==> src/rtl/i2c_pkg.sv <==
// Shared encodings for the byte-level i2c_master core and its wrappers.
package i2c_pkg;

  localparam logic [1:0] I2C_CMD_START = 2'b00;
  localparam logic [1:0] I2C_CMD_STOP  = 2'b01;
  localparam logic [1:0] I2C_CMD_WRITE = 2'b10;
  localparam logic [1:0] I2C_CMD_READ  = 2'b11;

  // Ack bit polarity on the wire: low = ACK, high = NAK.
  localparam logic I2C_ACK = 1'b0;
  localparam logic I2C_NAK = 1'b1;

endpackage

==> src/rtl/i2c_reg_seq.sv <==
// Register read/write transaction sequencer driving one i2c_master core
// through START / address / data / STOP command sequences.
module i2c_reg_seq
  import i2c_pkg::*;
#(
  parameter int unsigned RA_BYTES = 1
) (
  input  logic                  clk,
  input  logic                  rst_n,
  input  logic                  req_valid,
  output logic                  req_ready,
  input  logic                  req_rnw,
  input  logic [6:0]            req_dev,
  input  logic [8*RA_BYTES-1:0] req_reg,
  input  logic [7:0]            req_wdata,
  output logic                  rsp_valid,
  output logic [7:0]            rsp_rdata,
  output logic                  rsp_nak,
  output logic                  busy,
  output logic [1:0]            i2c_cmd,
  output logic                  i2c_stb,
  output logic [7:0]            i2c_data_in,
  output logic                  i2c_ack_in,
  input  logic [7:0]            i2c_data_out,
  input  logic                  i2c_ack_out,
  input  logic                  i2c_ready
);

  localparam int unsigned STEP_W = $clog2(7 + RA_BYTES);
  localparam logic [STEP_W-1:0] W_STOP = STEP_W'(3 + RA_BYTES);
  localparam logic [STEP_W-1:0] R_STOP = STEP_W'(5 + RA_BYTES);

  typedef enum logic [1:0] {ST_IDLE, ST_ISSUE, ST_WAIT, ST_DONE} state_e;

  state_e                  state, state_nx;
  logic [STEP_W-1:0]       step;
  logic                    rnw_r;
  logic [6:0]              dev_r;
  logic [8*RA_BYTES-1:0]   reg_r;
  logic [7:0]              wdata_r;
  logic                    ready_r;
  logic                    nak_r;
  logic [7:0]              rdata_r;
  logic [1:0]              cmd;
  logic [7:0]              data;
  logic [8*RA_BYTES-1:0]   reg_sh;
  int unsigned             s;
  logic                    issue_go;
  logic                    cmd_done;

  // Both ready and its delayed copy high means the previous command's
  // low phase is over, which keeps strobes at least two cycles apart.
  assign issue_go = (state == ST_ISSUE) && i2c_ready && ready_r;
  assign cmd_done = (state == ST_WAIT) && i2c_ready && !ready_r;

  always_comb begin
    cmd    = I2C_CMD_STOP;
    data   = '0;
    reg_sh = '0;
    s      = 32'(step);
    if (s == 0) begin
      cmd = I2C_CMD_START;
    end else if (s == 1) begin
      cmd  = I2C_CMD_WRITE;
      data = {dev_r, 1'b0};
    end else if (s < 2 + RA_BYTES) begin
      cmd    = I2C_CMD_WRITE;
      reg_sh = reg_r >> (8 * (RA_BYTES + 1 - s));
      data   = reg_sh[7:0];
    end else if (!rnw_r) begin
      if (s == 2 + RA_BYTES) begin
        cmd  = I2C_CMD_WRITE;
        data = wdata_r;
      end
    end else if (s == 2 + RA_BYTES) begin
      cmd = I2C_CMD_START;
    end else if (s == 3 + RA_BYTES) begin
      cmd  = I2C_CMD_WRITE;
      data = {dev_r, 1'b1};
    end else if (s == 4 + RA_BYTES) begin
      cmd = I2C_CMD_READ;
    end
  end

  always_comb begin
    state_nx = state;
    case (state)
      ST_IDLE:  if (req_valid) state_nx = ST_ISSUE;
      ST_ISSUE: if (issue_go) state_nx = ST_WAIT;
      ST_WAIT:  if (cmd_done) state_nx = (cmd == I2C_CMD_STOP) ? ST_DONE : ST_ISSUE;
      ST_DONE:  state_nx = ST_IDLE;
      default:  state_nx = ST_IDLE;
    endcase
  end

  always_ff @(posedge clk or negedge rst_n) begin
    if (!rst_n) state <= ST_IDLE;
    else        state <= state_nx;
  end

  always_ff @(posedge clk or negedge rst_n) begin
    if (!rst_n) begin
      step    <= '0;
      rnw_r   <= 1'b0;
      dev_r   <= '0;
      reg_r   <= '0;
      wdata_r <= '0;
      ready_r <= 1'b0;
      nak_r   <= 1'b0;
      rdata_r <= '0;
    end else begin
      ready_r <= i2c_ready;
      if (state == ST_IDLE && req_valid) begin
        rnw_r   <= req_rnw;
        dev_r   <= req_dev;
        reg_r   <= req_reg;
        wdata_r <= req_wdata;
        step    <= '0;
        nak_r   <= 1'b0;
        rdata_r <= '0;
      end else if (cmd_done) begin
        // A NAKed write jumps straight to STOP so the bus is always released.
        if (cmd == I2C_CMD_WRITE && i2c_ack_out == I2C_NAK) begin
          nak_r <= 1'b1;
          step  <= rnw_r ? R_STOP : W_STOP;
        end else if (cmd != I2C_CMD_STOP) begin
          step <= step + STEP_W'(1);
          if (cmd == I2C_CMD_READ) rdata_r <= i2c_data_out;
        end
      end
    end
  end

  assign req_ready   = (state == ST_IDLE);
  assign busy        = (state != ST_IDLE);
  assign rsp_valid   = (state == ST_DONE);
  assign rsp_rdata   = rdata_r;
  assign rsp_nak     = nak_r;
  assign i2c_stb     = issue_go;
  assign i2c_cmd     = cmd;
  assign i2c_data_in = data;
  assign i2c_ack_in  = (cmd == I2C_CMD_READ) ? I2C_NAK : I2C_ACK;

endmodule

==> config.mk <==
export PLATFORM = sky130hd
export DESIGN_NAME = i2c_reg_seq
export DESIGN_NICKNAME = d
export VERILOG_FILES = /design/src/rtl/i2c_pkg.sv /design/src/rtl/i2c_reg_seq.sv
export SDC_FILE = /design/constraint.sdc
export NUM_CORES = 1
export LEC_CHECK = 0
export ABC_AREA = 1
export BUFFER_PORTS_ARGS = -buffer_cell sky130_fd_sc_hd__buf_2
export CAP_MARGIN = 20
export CORE_ASPECT_RATIO = 0.7
export CORE_MARGIN = 10
export CORE_UTILIZATION = 25
export CTS_CLUSTER_SIZE = 16
export DETAILED_ROUTE_END_ITERATION = 10
export PLACE_DENSITY_LB_ADDON = 0.2
export SETUP_SLACK_MARGIN = 0.1
export SLEW_MARGIN = 20
export SYNTH_ARGS = -nofsm -noshare
export SYNTH_HDL_FRONTEND = slang
export SYNTH_SLANG_ARGS = --single-unit
==> constraint.sdc <==
create_clock -name clk -period 1.95 [get_ports clk]
set_clock_uncertainty 0.2 [all_clocks]
set_input_delay 0.195 -clock clk [delete_from_list [all_inputs] [get_ports clk]]
set_output_delay 0.195 -clock clk [all_outputs]
set_load 0.1 [all_outputs]
Word-level counts from Yosys, hierarchy flattened. Cells that the tools add are included.

$add $sub $neg: 2. Magnitude comparators: 1. Equality and inequality tests: 15. Shift operators: 1. Multiplexer cells: 34. Reductions and logical operators: 19.

Operator list (count): 8-bit 2-to-1 mux (12); 8-bit by 32-bit >> shifter with 8-bit output (1); 2-bit 2-to-1 mux (13); 3-bit 2-to-1 mux (4); 2-bit nonzero test (5); 2-bit == test, second input constant (4); 2-bit inequality test, second input constant (4); 2-bit case mux with 4 select lines (1); 3-bit == test, second input constant (2); 1-bit logical AND (6); 2-bit by 1-bit == test with 1-bit output, second input constant (2); 1-bit 2-to-1 mux (4); 2-bit AND reduction (2); 4-bit AND reduction (1); 2-bit by 3-bit subtractor with 4-bit output, first input constant (1); 3-bit by 1-bit adder with 3-bit output, second input constant (1); 3-bit by 1-bit == test with 1-bit output, second input constant (1); 3-bit by 2-bit == test with 1-bit output, second input constant (1); 3-bit logical NOT (1); 3-bit by 2-bit less-than comparator with 1-bit output, second input constant (1); 3-bit AND reduction (1); 3-bit nonzero test (1); 2-bit logical NOT (1); 2-bit by 1-bit inequality test with 1-bit output, second input constant (1); 1-bit logical NOT (1).

Register bits: 39. Bits of input ports: 37. Output and inout port bits: 24. Word-level logic and storage cells: 81.

Longest topological paths before layout. Gate-level depths: netlist (run 1).

Word-level depth: 14. Mapped depth: 12. Mapped depth without buffers: 11.

Least setup slack after synthesis (run 1). Ideal clock, no wire load.

Path kind: register to output. Start: register state[1]. End: output port busy. Data arrival time: 2.653 ns. Required time: 1.555 ns. Path slack: -1.098 ns. Stages on the path, launching flop included: 3. Buffers on the path: 0. Path through: dfrtp_1 > nor2_1 > inv_1.

Cells in the longest elaborated chain, start to end: 1.

Ends and longest elaborated chain: from (decl) (line i2c_reg_seq.sv:35) `state_e state, state_nx;`; from (signal assigned) (line i2c_reg_seq.sv:98) `else state <= state_nx;`; 2-bit nonzero test (line i2c_reg_seq.sv:135) `assign busy = (state != ST_IDLE);`; to (decl) (line i2c_reg_seq.sv:19) `output logic busy,`.

No other way between the ends.

Worst setup path in the final report (run 1).
Start: register step[0]. End: output port i2c_data_in[0].

Cells in the longest elaborated chain, start to end: 7. Elaborated cells between the ends (all ways): 14. Classes of those cells: 1 x add/sub; 1 x order compare; 3 x eq/ne; 1 x shift; 7 x mux; 1 x reduce/logical.

Ends and longest elaborated chain: from (decl) (line i2c_reg_seq.sv:36) `logic [STEP_W-1:0] step;`; from (signal assigned) (line i2c_reg_seq.sv:125) `step <= rnw_r ? R_STOP : W_STOP;`; from (signal assigned) (line i2c_reg_seq.sv:127) `step <= step + STEP_W'(1);`; branches (longest 6 deep; another with 2-bit by 3-bit subtractor with 4-bit output); 8-bit 2-to-1 mux (*) (line i2c_reg_seq.sv:61) `if (s == 0) begin`; to (decl) (line i2c_reg_seq.sv:22) `output logic [7:0] i2c_data_in,`.

Mark *: on every way between the ends.

==> flow_results.xml, run 1 <==
<?xml version="1.0" encoding="UTF-8"?>
<metrics>
  <group name="status">
    <metric name="outcome" unit="">finished, violations left</metric>
    <metric name="violations" unit="">setup timing</metric>
  </group>
  <group name="synth">
    <metric name="synth_edf_count" unit="">0</metric>
    <metric name="synth_area_leader_cell" unit="">sky130_fd_sc_hd__dfrtp_1</metric>
    <metric name="ys.flop_type" unit="">sky130_fd_sc_hd__dfrtp_1</metric>
    <metric name="synth_async_sr_flop_share" unit="%">100.0</metric>
    <metric name="yosysUniqueCellTypes" unit="">25</metric>
    <metric name="synthCells" unit="">256</metric>
    <metric name="synthDominantCellAreaShare" unit="%">47.62</metric>
    <metric name="yosys_register_bits" unit="">39</metric>
    <metric name="synthesis.yosys.warnings" unit="">0</metric>
    <metric name="post_synth_most_frequent_cells" unit="">115 x sky130_fd_sc_hd__nand2_1, 39 x sky130_fd_sc_hd__dfrtp_1, 37 x sky130_fd_sc_hd__nand3_1</metric>
    <metric name="mapped_nets" unit="">298</metric>
    <metric name="synthMostInstantiatedCell" unit="">sky130_fd_sc_hd__nand2_1</metric>
    <metric name="syn_avg_cell_area" unit="um^2">8.006</metric>
    <metric name="netlist_area" unit="um^2">2049</metric>
    <metric name="yosysSeqAreaShare" unit="%">47.62</metric>
    <metric name="yosys-top-cells-area" unit="">sky130_fd_sc_hd__dfrtp_1 48%, sky130_fd_sc_hd__nand2_1 21%, sky130_fd_sc_hd__nand3_1 9.0%, sky130_fd_sc_hd__a32o_1 3.4%, sky130_fd_sc_hd__ha_1 3.1%</metric>
  </group>
  <group name="worst_setup_path">
    <metric name="critPathArrivalTime" unit="ps">1850</metric>
    <metric name="number_of_cell_instances_on_the_worst_register_to_register_path" unit="">12</metric>
    <metric name="worstSetupStartpointType" unit="">register</metric>
    <metric name="criticalPathCategory" unit="">register to primary output</metric>
    <metric name="cp.required" unit="ps">1550</metric>
    <metric name="endpoint_kind" unit="">primary output</metric>
    <metric name="largest_stage_delay_on_the_critical_path" unit="ps">450</metric>
    <metric name="worst_path_maximum_fanout" unit="">5</metric>
    <metric name="critical_path_cell_by_cell" unit="">ha_4, ha_4, nor2_4, nand3_4, a21oi_2, a21oi_2, nor2_4, buf_12</metric>
    <metric name="cp_slowest_cell" unit="">sky130_fd_sc_hd__dfrtp_2</metric>
  </group>
  <group name="grt">
    <metric name="grt_use_met2" unit="%">15.84</metric>
    <metric name="first_global_vias" unit="">2194</metric>
    <metric name="groute.usage.overall" unit="%">10.85</metric>
    <metric name="grt_max_degree" unit="">40</metric>
    <metric name="antenna_violations_before_repair" unit="">0</metric>
    <metric name="grt_first_pass_wirelength" unit="um">10980</metric>
    <metric name="gr_peak_layer" unit="">met2</metric>
    <metric name="global_route.overflow_total" unit="">0</metric>
    <metric name="groute.layer.met3.usage" unit="%">3.789</metric>
    <metric name="groute.layer.met1.usage" unit="%">15.41</metric>
  </group>
  <group name="placement">
    <metric name="placed_wire_length_estimate" unit="um">4816</metric>
    <metric name="preCtsSetupSlack" unit="ps">-61.47</metric>
    <metric name="globalplace.congestion" unit="">0.7548</metric>
    <metric name="buffer_ports.inserted" unit="">60</metric>
  </group>
  <group name="cts">
    <metric name="cts.htree.levels" unit="">2</metric>
    <metric name="tritoncts_clock_tree" unit="">done</metric>
    <metric name="tritoncts_num_sinks" unit="">39</metric>
    <metric name="clock_path_buffers" unit="">2</metric>
    <metric name="cts_clk_pin_slew_worst_paths" unit="ps">50</metric>
    <metric name="clock_tree.root_cell" unit="">sky130_fd_sc_hd__clkbuf_16</metric>
    <metric name="clk-insertion-delay-late" unit="ps">270</metric>
    <metric name="numCtsBuffers" unit="">5</metric>
  </group>
  <group name="timing">
    <metric name="worst_rel_slew_slack" unit="%">65.40</metric>
    <metric name="fin_hold_ws" unit="ps">126.7</metric>
    <metric name="finalWorstPathRequiredPeriod" unit="ps">2248</metric>
    <metric name="postLayoutSetupSlackWorst" unit="ps">-298.0</metric>
    <metric name="finalCritPeriodShare" unit="%">115.3</metric>
    <metric name="final-setup-viol-count" unit="">23</metric>
    <metric name="finalHoldViolCount" unit="">0</metric>
    <metric name="maxSlewViolCount" unit="">0</metric>
    <metric name="tightest_slew" unit="ps">519.0</metric>
    <metric name="max_freq" unit="MHz">444.8</metric>
    <metric name="rsz0062_at_grt" unit="">yes</metric>
  </group>
  <group name="cells_and_area">
    <metric name="finalNetCount" unit="">422</metric>
    <metric name="post-route-util" unit="%">47.85</metric>
    <metric name="n_antenna_cell" unit="">0</metric>
    <metric name="multi_input_area" unit="um^2">1338</metric>
    <metric name="final-seq-area" unit="um^2">980.9</metric>
    <metric name="drive_gt1_share" unit="%">46.72</metric>
    <metric name="fillerInstances" unit="">763</metric>
    <metric name="synthToLayoutAreaGrowth" unit="%">85.35</metric>
  </group>
  <group name="power">
    <metric name="vdd_ir_drop_max" unit="mV">1.829</metric>
    <metric name="totalPowerFinal" unit="mW">6.624</metric>
    <metric name="power-per-cell-area" unit="nW/um^2">1744</metric>
    <metric name="leakage" unit="nW">1.902</metric>
  </group>
  <group name="die">
    <metric name="dieWidth" unit="um">128.2</metric>
    <metric name="rows" unit="">27</metric>
    <metric name="initial_core_utilization" unit="%">25.82</metric>
    <metric name="die_height" unit="um">95.76</metric>
    <metric name="full_die_area" unit="um^2">12280</metric>
    <metric name="count_of_pins_on_the_block_boundary" unit="">61</metric>
    <metric name="core-area" unit="um^2">7939</metric>
  </group>
  <group name="drt">
    <metric name="post_drt_wl_per_cell" unit="um">13.67</metric>
    <metric name="wl" unit="um">6591</metric>
    <metric name="post-route-drc-count" unit="">0</metric>
    <metric name="drtPass1Iterations" unit="">4</metric>
    <metric name="drt_first_iter_violations" unit="">102</metric>
    <metric name="vias" unit="">2110</metric>
    <metric name="antenna_violating_nets_remaining" unit="">0</metric>
    <metric name="detail_route.vias_per_cell" unit="">4.378</metric>
  </group>
  <group name="job">
    <metric name="max_cap_violations" unit="">0</metric>
  </group>
  <group name="min_path">
    <metric name="hold_depth" unit="">4</metric>
    <metric name="worstHoldPathType" unit="">primary input to register</metric>
  </group>
</metrics>
report_power, final:
| group | total (mW) | switching [mW] | internal [mW] |
|---|---|---|---|
| clock | 0.951 | 0.315 | 0.636 |
| sequential | 1.35 | 0.243 | 1.11 |
| combinational | 4.32 | 2.72 | 1.60 |
| total | 6.62 | 3.28 | 3.35 |
worst max-delay path, delay by kind of cell (launching register included):
kind,cells,cell delay (ps)
buf+inv,1,180
compound gates,2,220
flops,1,450
simple gates,3,370
fa+ha+maj,2,360
worst paths after layout:
check / from / end / slack [ps]
hold / removal: i2c_ack_out / step[0]$_DFFE_PN0P_ / 130
min in group asynchronous: rst_n / ready_r$_DFF_PN0_ / 310
setup / recovery: step[0]$_DFFE_PN0P_ / i2c_data_in[0] / -300
setup reg to reg: step[0]$_DFFE_PN0P_ / rsp_rdata[1]$_DFFE_PN0P_ / -200
max in group asynchronous: rst_n / step[1]$_DFFE_PN0P_ / 860
hold reg to reg: dev_r[2]$_DFFE_PN0P_ / dev_r[2]$_DFFE_PN0P_ / 280
registers in the layout (all words and copies together), names as in the netlist:
name,count
state,2
rsp_nak,1
rsp_rdata,8
ready_r,1
reg_r,8
rnw_r,1
dev_r,7
step,3
wdata_r,8
cell families after synthesis:
logic type               share of synthesized area, %
AO/OA/AOI/OAI                                   5.434
flip-flops                                      47.62
buffers and inverters                           6.043
adder cells (fa/ha/maj)                         3.053
AND/OR/NAND/NOR                                 37.85
per-layer routing:
layer	wire length, um	up-vias
met3	461	0
met1	3364	981
met2	2765	56
met4	0	0
met5	0	-
li1	-	1073
repair_timing:
action,4_1_cts,5_1_grt
hold buffers,34,0
pin swaps,19,26
hold endpoints to repair,72,0
setup endpoints to repair,24,25
resized for setup,27,34
setup buffers,10,10
per-stage QoR:
step	instance area, um^2	setup TNS, ps	std cells
global route	3799	-6765	482
finish	3799	-4792	482
CTS	3576	-3661	472
detailed placement	2855	-700.4	420
floorplan	2226	-1535	256
global placement	2855	-503.2	420
layout make-up:
class                      count  area share, %
multi-input combinational    190          35.21
timing repair buffer         125          28.76
inverter                      19          2.306
sequential                    39          25.82
tap                          101          3.327
clock buffer                   6          3.656
clock inverter                 2         0.9223
placed cells by master, fill, tap and decap left out, drive strengths merged, types with 2 or more instances in the layout:
cell         instances
a21oi                4
ha                   5
clkbuf               6
nor2                10
buf                 91
clkinv               2
nand3               39
a32o                 7
dlygate4sd3         34
dfrtp               39
inv                 17
o21ai                2
nand2              121
(Power assumes the default switching activity.)
==> run 2, diff against run 1 <==
- CAP_MARGIN: 20 -> default
- RECOVER_POWER: default -> 25
==> flow_results.xml, run 2 (synthesized netlist as in run 1, its figures left out) <==
<?xml version="1.0" encoding="UTF-8"?>
<metrics>
  <group name="status">
    <metric name="outcome" unit="">finished, violations left</metric>
    <metric name="violations" unit="">setup timing</metric>
  </group>
  <group name="die">
    <metric name="dieWidth" unit="um">128.2</metric>
    <metric name="count_of_pins_on_the_block_boundary" unit="">61</metric>
    <metric name="initial_core_utilization" unit="%">25.82</metric>
    <metric name="core-area" unit="um^2">7939</metric>
    <metric name="full_die_area" unit="um^2">12280</metric>
    <metric name="rows" unit="">27</metric>
    <metric name="die_height" unit="um">95.76</metric>
  </group>
  <group name="min_path">
    <metric name="worstHoldPathType" unit="">primary input to register</metric>
  </group>
  <group name="timing">
    <metric name="rsz0062_at_grt" unit="">yes</metric>
    <metric name="setup_tns" unit="ps">-4765</metric>
    <metric name="postLayoutSetupSlackWorst" unit="ps">-300.8</metric>
    <metric name="maxSlewViolCount" unit="">0</metric>
    <metric name="fin_hold_ws" unit="ps">118.6</metric>
    <metric name="tightest_slew" unit="ps">1005</metric>
    <metric name="max_freq" unit="MHz">444.3</metric>
    <metric name="worst_rel_slew_slack" unit="%">33.00</metric>
    <metric name="finalWorstPathRequiredPeriod" unit="ps">2251</metric>
    <metric name="finalCritPeriodShare" unit="%">115.4</metric>
    <metric name="finalHoldViolCount" unit="">0</metric>
    <metric name="final-setup-viol-count" unit="">23</metric>
  </group>
  <group name="power">
    <metric name="leakage" unit="nW">1.898</metric>
    <metric name="power-per-cell-area" unit="nW/um^2">1744</metric>
    <metric name="p_switching" unit="mW">3.272</metric>
    <metric name="internal-power" unit="mW">3.346</metric>
    <metric name="clkPwrFrac" unit="%">14.4</metric>
    <metric name="power.share.sequential" unit="%">20.5</metric>
    <metric name="power.switching_fraction" unit="%">49.43</metric>
    <metric name="vdd_ir_drop_max" unit="mV">1.829</metric>
    <metric name="power.share.combinational" unit="%">65.2</metric>
  </group>
  <group name="drt">
    <metric name="vias" unit="">2125</metric>
    <metric name="wl" unit="um">6577</metric>
    <metric name="drtPass1Iterations" unit="">4</metric>
    <metric name="post_drt_wl_per_cell" unit="um">13.65</metric>
    <metric name="antenna_violating_nets_remaining" unit="">0</metric>
    <metric name="post-route-drc-count" unit="">0</metric>
    <metric name="detail_route.vias_per_cell" unit="">4.409</metric>
    <metric name="drt_first_iter_violations" unit="">102</metric>
  </group>
  <group name="cts">
    <metric name="cts.htree.levels" unit="">2</metric>
    <metric name="clock_tree.root_cell" unit="">sky130_fd_sc_hd__clkbuf_16</metric>
    <metric name="clock_path_buffers" unit="">2</metric>
    <metric name="cts_clk_pin_slew_worst_paths" unit="ps">50</metric>
    <metric name="tritoncts_clock_tree" unit="">done</metric>
    <metric name="tritoncts_num_sinks" unit="">39</metric>
    <metric name="numCtsBuffers" unit="">5</metric>
    <metric name="clk-insertion-delay-late" unit="ps">280</metric>
  </group>
  <group name="cells_and_area">
    <metric name="finalNetCount" unit="">422</metric>
    <metric name="most_used_cells_in_the_layout_excluding_fill_and_tap_cells" unit="">97 x sky130_fd_sc_hd__nand2_1, 47 x sky130_fd_sc_hd__buf_2, 35 x sky130_fd_sc_hd__dfrtp_1, 34 x sky130_fd_sc_hd__dlygate4sd3_1, 23 x sky130_fd_sc_hd__buf_4</metric>
    <metric name="drive_gt1_share" unit="%">46.46</metric>
    <metric name="final-instance-count-excl-fill" unit="">482</metric>
    <metric name="multi_input_area" unit="um^2">1338</metric>
    <metric name="final-seq-area" unit="um^2">980.9</metric>
    <metric name="synthToLayoutAreaGrowth" unit="%">85.16</metric>
    <metric name="layout_commonest_cell" unit="">sky130_fd_sc_hd__nand2_1</metric>
    <metric name="n_antenna_cell" unit="">0</metric>
    <metric name="fillerInstances" unit="">765</metric>
  </group>
  <group name="worst_setup_path">
    <metric name="criticalPathCategory" unit="">register to primary output</metric>
    <metric name="critPathArrivalTime" unit="ps">1860</metric>
    <metric name="cp.required" unit="ps">1550</metric>
    <metric name="worstSetupStartpointType" unit="">register</metric>
    <metric name="worst_path_maximum_fanout" unit="">5</metric>
    <metric name="endpoint_kind" unit="">primary output</metric>
  </group>
  <group name="placement">
    <metric name="placed_wire_length_estimate" unit="um">4816</metric>
    <metric name="globalplace.congestion" unit="">0.7548</metric>
    <metric name="placed_cells_incl_taps" unit="">420</metric>
    <metric name="buffer_ports.inserted" unit="">60</metric>
  </group>
  <group name="job">
    <metric name="max_cap_violations" unit="">0</metric>
  </group>
  <group name="grt">
    <metric name="first_global_vias" unit="">2194</metric>
    <metric name="global_route.overflow_total" unit="">0</metric>
    <metric name="grt_first_pass_wirelength" unit="um">10980</metric>
    <metric name="groute.usage.overall" unit="%">10.85</metric>
    <metric name="grt_max_degree" unit="">40</metric>
    <metric name="antenna_violations_before_repair" unit="">0</metric>
  </group>
</metrics>
run 2: cell count changes in the layout (fill, tap and decap cells not counted), sizes merged:
cell and delta:
buf -2, clkbuf +2
run 2: cell type report:
| cell class | count | share of cell area (%) |
|---|---|---|
| Multi-Input combinational cell | 190 | 35.25 |
| Timing Repair Buffer | 125 | 28.68 |
| Sequential cell | 39 | 25.85 |
| Clock buffer | 6 | 3.660 |
| Tap cell | 101 | 3.330 |
| Inverter | 19 | 2.308 |
| Clock inverter | 2 | 0.9232 |
run 2: repair_timing:
| item | 4_1_cts | 5_1_grt |
|---|---|---|
| endpoints found under the hold margin | 72 | 0 |
| pin swaps | 19 | 26 |
| hold buffers | 34 | 0 |
| setup buffers | 10 | 10 |
| endpoints found under the setup margin | 24 | 25 |
| cloned | 0 | 0 |
| resized for setup | 27 | 34 |
run 2: final timing paths:
check | slack [ps] | start | cells past startpoint | endpoint
max in group asynchronous | 370 | rst_n | 3 | step[1]$_DFFE_PN0P_
worst max register to register | -200 | step[0]$_DFFE_PN0P_ | 12 | rsp_rdata[1]$_DFFE_PN0P_
worst max-delay path | -300 | step[0]$_DFFE_PN0P_ | 8 | i2c_data_in[0]
worst min register to register | 280 | dev_r[2]$_DFFE_PN0P_ | 2 | dev_r[2]$_DFFE_PN0P_
worst min-delay path | 120 | i2c_ack_out | 4 | step[0]$_DFFE_PN0P_
min in group asynchronous | 500 | rst_n | 3 | ready_r$_DFF_PN0_
run 2: per-layer routing:
metal | track usage [%] | routed length [um] | vias to the layer above
met3 | 3.789 | 479 | 0
met1 | 15.41 | 3333 | 993
met4 | 1.402 | 0 | 0
li1 | - | - | 1070
met2 | 15.84 | 2763 | 62
met5 | 0 | 0 | -
run 2: worst max-delay path: stages, from the launching register on:
cell	delay (ps)
sky130_fd_sc_hd__dfrtp_2	450
sky130_fd_sc_hd__ha_4	190
sky130_fd_sc_hd__ha_4	170
sky130_fd_sc_hd__nor2_4	110
sky130_fd_sc_hd__nand3_4	120
sky130_fd_sc_hd__a21oi_2	160
sky130_fd_sc_hd__a21oi_2	60
sky130_fd_sc_hd__nor2_4	140
sky130_fd_sc_hd__buf_12	180
run 2: metrics by stage:
stage / power (mW) / cell area [um^2] / setup slack (ps) / utilization [%]
5_1_grt: 7.076 / 3795 / -369.5 / 47.80
3_5_place_dp: 4.997 / 2855 / -61.47 / 35.97
6_report: 6.618 / 3795 / -300.8 / 47.80
3_3_place_gp: 4.980 / 2855 / -52.60 / 35.97
4_1_cts: 6.341 / 3576 / -289.0 / 45.04
2_1_floorplan: 3.930 / 2226 / -165.7 / -
run 2: power by group through the flow:
stage               Sequential (mW)  Clock (mW)  Combinational, mW
finish                         1.35       0.952               4.31
global route                   1.40        1.03               4.65
CTS                            1.35       0.983               4.01
detailed placement             1.35           0               3.65
global placement               1.35           0               3.63
floorplan                      1.31           0               2.62
==> run 3, diff against run 2 <==
- SETUP_SLACK_MARGIN: 0.1 -> 0.5
==> flow_results.xml, run 3 (synthesized netlist as in run 1, its figures left out) <==
<?xml version="1.0" encoding="UTF-8"?>
<metrics>
  <group name="timing">
    <metric name="max_freq" unit="MHz">442.8</metric>
    <metric name="rsz0062_at_grt" unit="">yes</metric>
    <metric name="postLayoutSetupSlackWorst" unit="ps">-308.4</metric>
    <metric name="finalWorstPathRequiredPeriod" unit="ps">2258</metric>
    <metric name="setup_tns" unit="ps">-3421</metric>
    <metric name="fin_hold_ws" unit="ps">91.29</metric>
    <metric name="worst_rel_slew_slack" unit="%">31.45</metric>
    <metric name="tightest_slew" unit="ps">1028</metric>
    <metric name="finalCritPeriodShare" unit="%">115.8</metric>
    <metric name="final-setup-viol-count" unit="">20</metric>
    <metric name="maxSlewViolCount" unit="">0</metric>
    <metric name="finalHoldViolCount" unit="">0</metric>
  </group>
  <group name="worst_setup_path">
    <metric name="worstSetupStartpointType" unit="">register</metric>
    <metric name="critPathArrivalTime" unit="ps">1860</metric>
    <metric name="worst_r2r_endpoint" unit="">rsp_rdata[4]$_DFFE_PN0P_</metric>
    <metric name="critical_path.reg2reg.startpoint" unit="">step[0]$_DFFE_PN0P_</metric>
    <metric name="criticalPathCategory" unit="">register to primary output</metric>
    <metric name="reg2reg_setup_slack" unit="ps">-70</metric>
    <metric name="cp.required" unit="ps">1550</metric>
    <metric name="number_of_cell_instances_on_the_worst_register_to_register_path" unit="">10</metric>
    <metric name="crit_path_start" unit="">step[0]$_DFFE_PN0P_</metric>
    <metric name="worst_path_maximum_fanout" unit="">7</metric>
    <metric name="endpoint_kind" unit="">primary output</metric>
  </group>
  <group name="placement">
    <metric name="placed_wire_length_estimate" unit="um">4730</metric>
    <metric name="buffer_ports.inserted" unit="">60</metric>
    <metric name="globalplace.congestion" unit="">0.7897</metric>
    <metric name="postPlaceCellArea" unit="um^2">2887</metric>
    <metric name="placed_cells_incl_taps" unit="">421</metric>
    <metric name="preCtsSetupSlack" unit="ps">-68.18</metric>
  </group>
  <group name="drt">
    <metric name="drtPass1Iterations" unit="">4</metric>
    <metric name="wl" unit="um">6738</metric>
    <metric name="post-route-drc-count" unit="">0</metric>
    <metric name="vias" unit="">2112</metric>
    <metric name="detail_route.vias_per_cell" unit="">4.418</metric>
    <metric name="antenna_violating_nets_remaining" unit="">0</metric>
    <metric name="drt_first_iter_violations" unit="">102</metric>
    <metric name="post_drt_wl_per_cell" unit="um">14.10</metric>
  </group>
  <group name="cts">
    <metric name="clk-insertion-delay-late" unit="ps">280</metric>
    <metric name="clock_path_buffers" unit="">2</metric>
    <metric name="tritoncts_clock_tree" unit="">done</metric>
    <metric name="cts_clk_pin_slew_worst_paths" unit="ps">60</metric>
    <metric name="clock_tree.root_cell" unit="">sky130_fd_sc_hd__clkbuf_16</metric>
    <metric name="tritoncts_num_sinks" unit="">39</metric>
    <metric name="cts.htree.levels" unit="">2</metric>
    <metric name="numCtsBuffers" unit="">5</metric>
  </group>
  <group name="die">
    <metric name="dieWidth" unit="um">128.2</metric>
    <metric name="core-area" unit="um^2">7939</metric>
    <metric name="full_die_area" unit="um^2">12280</metric>
    <metric name="die_height" unit="um">95.76</metric>
    <metric name="rows" unit="">27</metric>
    <metric name="initial_core_utilization" unit="%">25.82</metric>
    <metric name="count_of_pins_on_the_block_boundary" unit="">61</metric>
  </group>
  <group name="min_path">
    <metric name="hold-path-endpoint" unit="">state[0]$_DFFE_PN0P_</metric>
    <metric name="min-delay-start" unit="">i2c_ready</metric>
    <metric name="hold_depth" unit="">4</metric>
    <metric name="worstHoldPathType" unit="">primary input to register</metric>
  </group>
  <group name="cells_and_area">
    <metric name="post-route-util" unit="%">48.59</metric>
    <metric name="finalNetCount" unit="">418</metric>
    <metric name="finish.instance_area" unit="um^2">3857</metric>
    <metric name="drive_gt1_share" unit="%">49.34</metric>
    <metric name="layout_commonest_cell" unit="">sky130_fd_sc_hd__nand2_1</metric>
    <metric name="final-instance-count-excl-fill" unit="">478</metric>
    <metric name="fillerInstances" unit="">737</metric>
    <metric name="most_used_cells_in_the_layout_excluding_fill_and_tap_cells" unit="">90 x sky130_fd_sc_hd__nand2_1, 35 x sky130_fd_sc_hd__dfrtp_1, 35 x sky130_fd_sc_hd__buf_2, 34 x sky130_fd_sc_hd__dlygate4sd3_1</metric>
    <metric name="n_antenna_cell" unit="">0</metric>
    <metric name="synthToLayoutAreaGrowth" unit="%">88.22</metric>
  </group>
  <group name="grt">
    <metric name="global_route.overflow_total" unit="">0</metric>
    <metric name="antenna_violations_before_repair" unit="">0</metric>
    <metric name="grt_first_pass_wirelength" unit="um">11400</metric>
    <metric name="groute.usage.overall" unit="%">11.32</metric>
    <metric name="grt_max_degree" unit="">40</metric>
    <metric name="first_global_vias" unit="">2188</metric>
  </group>
  <group name="power">
    <metric name="vdd_ir_drop_max" unit="mV">1.758</metric>
    <metric name="totalPowerFinal" unit="mW">6.597</metric>
    <metric name="power-per-cell-area" unit="nW/um^2">1710</metric>
    <metric name="leakage" unit="nW">1.894</metric>
  </group>
  <group name="status">
    <metric name="violations" unit="">setup timing</metric>
    <metric name="outcome" unit="">finished, violations left</metric>
  </group>
  <group name="job">
    <metric name="max_cap_violations" unit="">0</metric>
  </group>
</metrics>
## run 3: worst max-delay path by stage
stage | to | depth (start not counted)
floorplan | rsp_rdata[0]$_DFFE_PN0P_ | 10
global placement | i2c_data_in[0] | 9
detailed placement | i2c_data_in[5] | 8
CTS | i2c_data_in[1] | 8
global route | i2c_data_in[5] | 8
finish | i2c_data_in[1] | 8
## run 3: worst max-delay path: stages, from the launching register on
cell and delay [ps]:
sky130_fd_sc_hd__dfrtp_2 450, sky130_fd_sc_hd__ha_4 180, sky130_fd_sc_hd__ha_4 170, sky130_fd_sc_hd__nor2_4 110, sky130_fd_sc_hd__nand3_2 100, sky130_fd_sc_hd__nand2_4 180, sky130_fd_sc_hd__nand3_2 130, sky130_fd_sc_hd__nand2_4 80
sky130_fd_sc_hd__buf_12 160
## run 3: what timing repair did
action / 4_1_cts / 5_1_grt
hold endpoints to repair: 72 / 0
endpoints found under the setup margin: 60 / 53
gates cloned: 0 / 1
gates resized for setup: 60 / 38
hold buffers: 34 / 0
pin swaps: 14 / 15
buffers inserted: 6 / 8
## run 3: final cells by class
class                   instances  area [um^2]  share of cell area [%]
multi-input cells             190         1356                   35.16
repair buffers                121         1155                   29.94
flip-flops and latches         39        980.9                   25.43
well taps                     101        126.4                   3.276
clock buffers                   5        125.1                   3.244
inverters                      19        98.84                   2.562
clock inverters                 3        15.01                  0.3892
## run 3: metal layers
metal / track usage, % / routed length, um / vias to the layer above
li1: - / - / 1064
met1: 15.64 / 3330 / 985
met2: 16.64 / 2861 / 58
met3: 4.228 / 504 / 5
met4: 1.963 / 42 / 0
met5: 0 / 0 / -
## run 3: report_power, final
part           internal [mW]  switching, mW  leakage, nW
registers               1.11          0.283        0.493
logic                   1.67           2.74         1.33
clock network          0.467          0.327       0.0733
total                   3.25           3.35         1.89
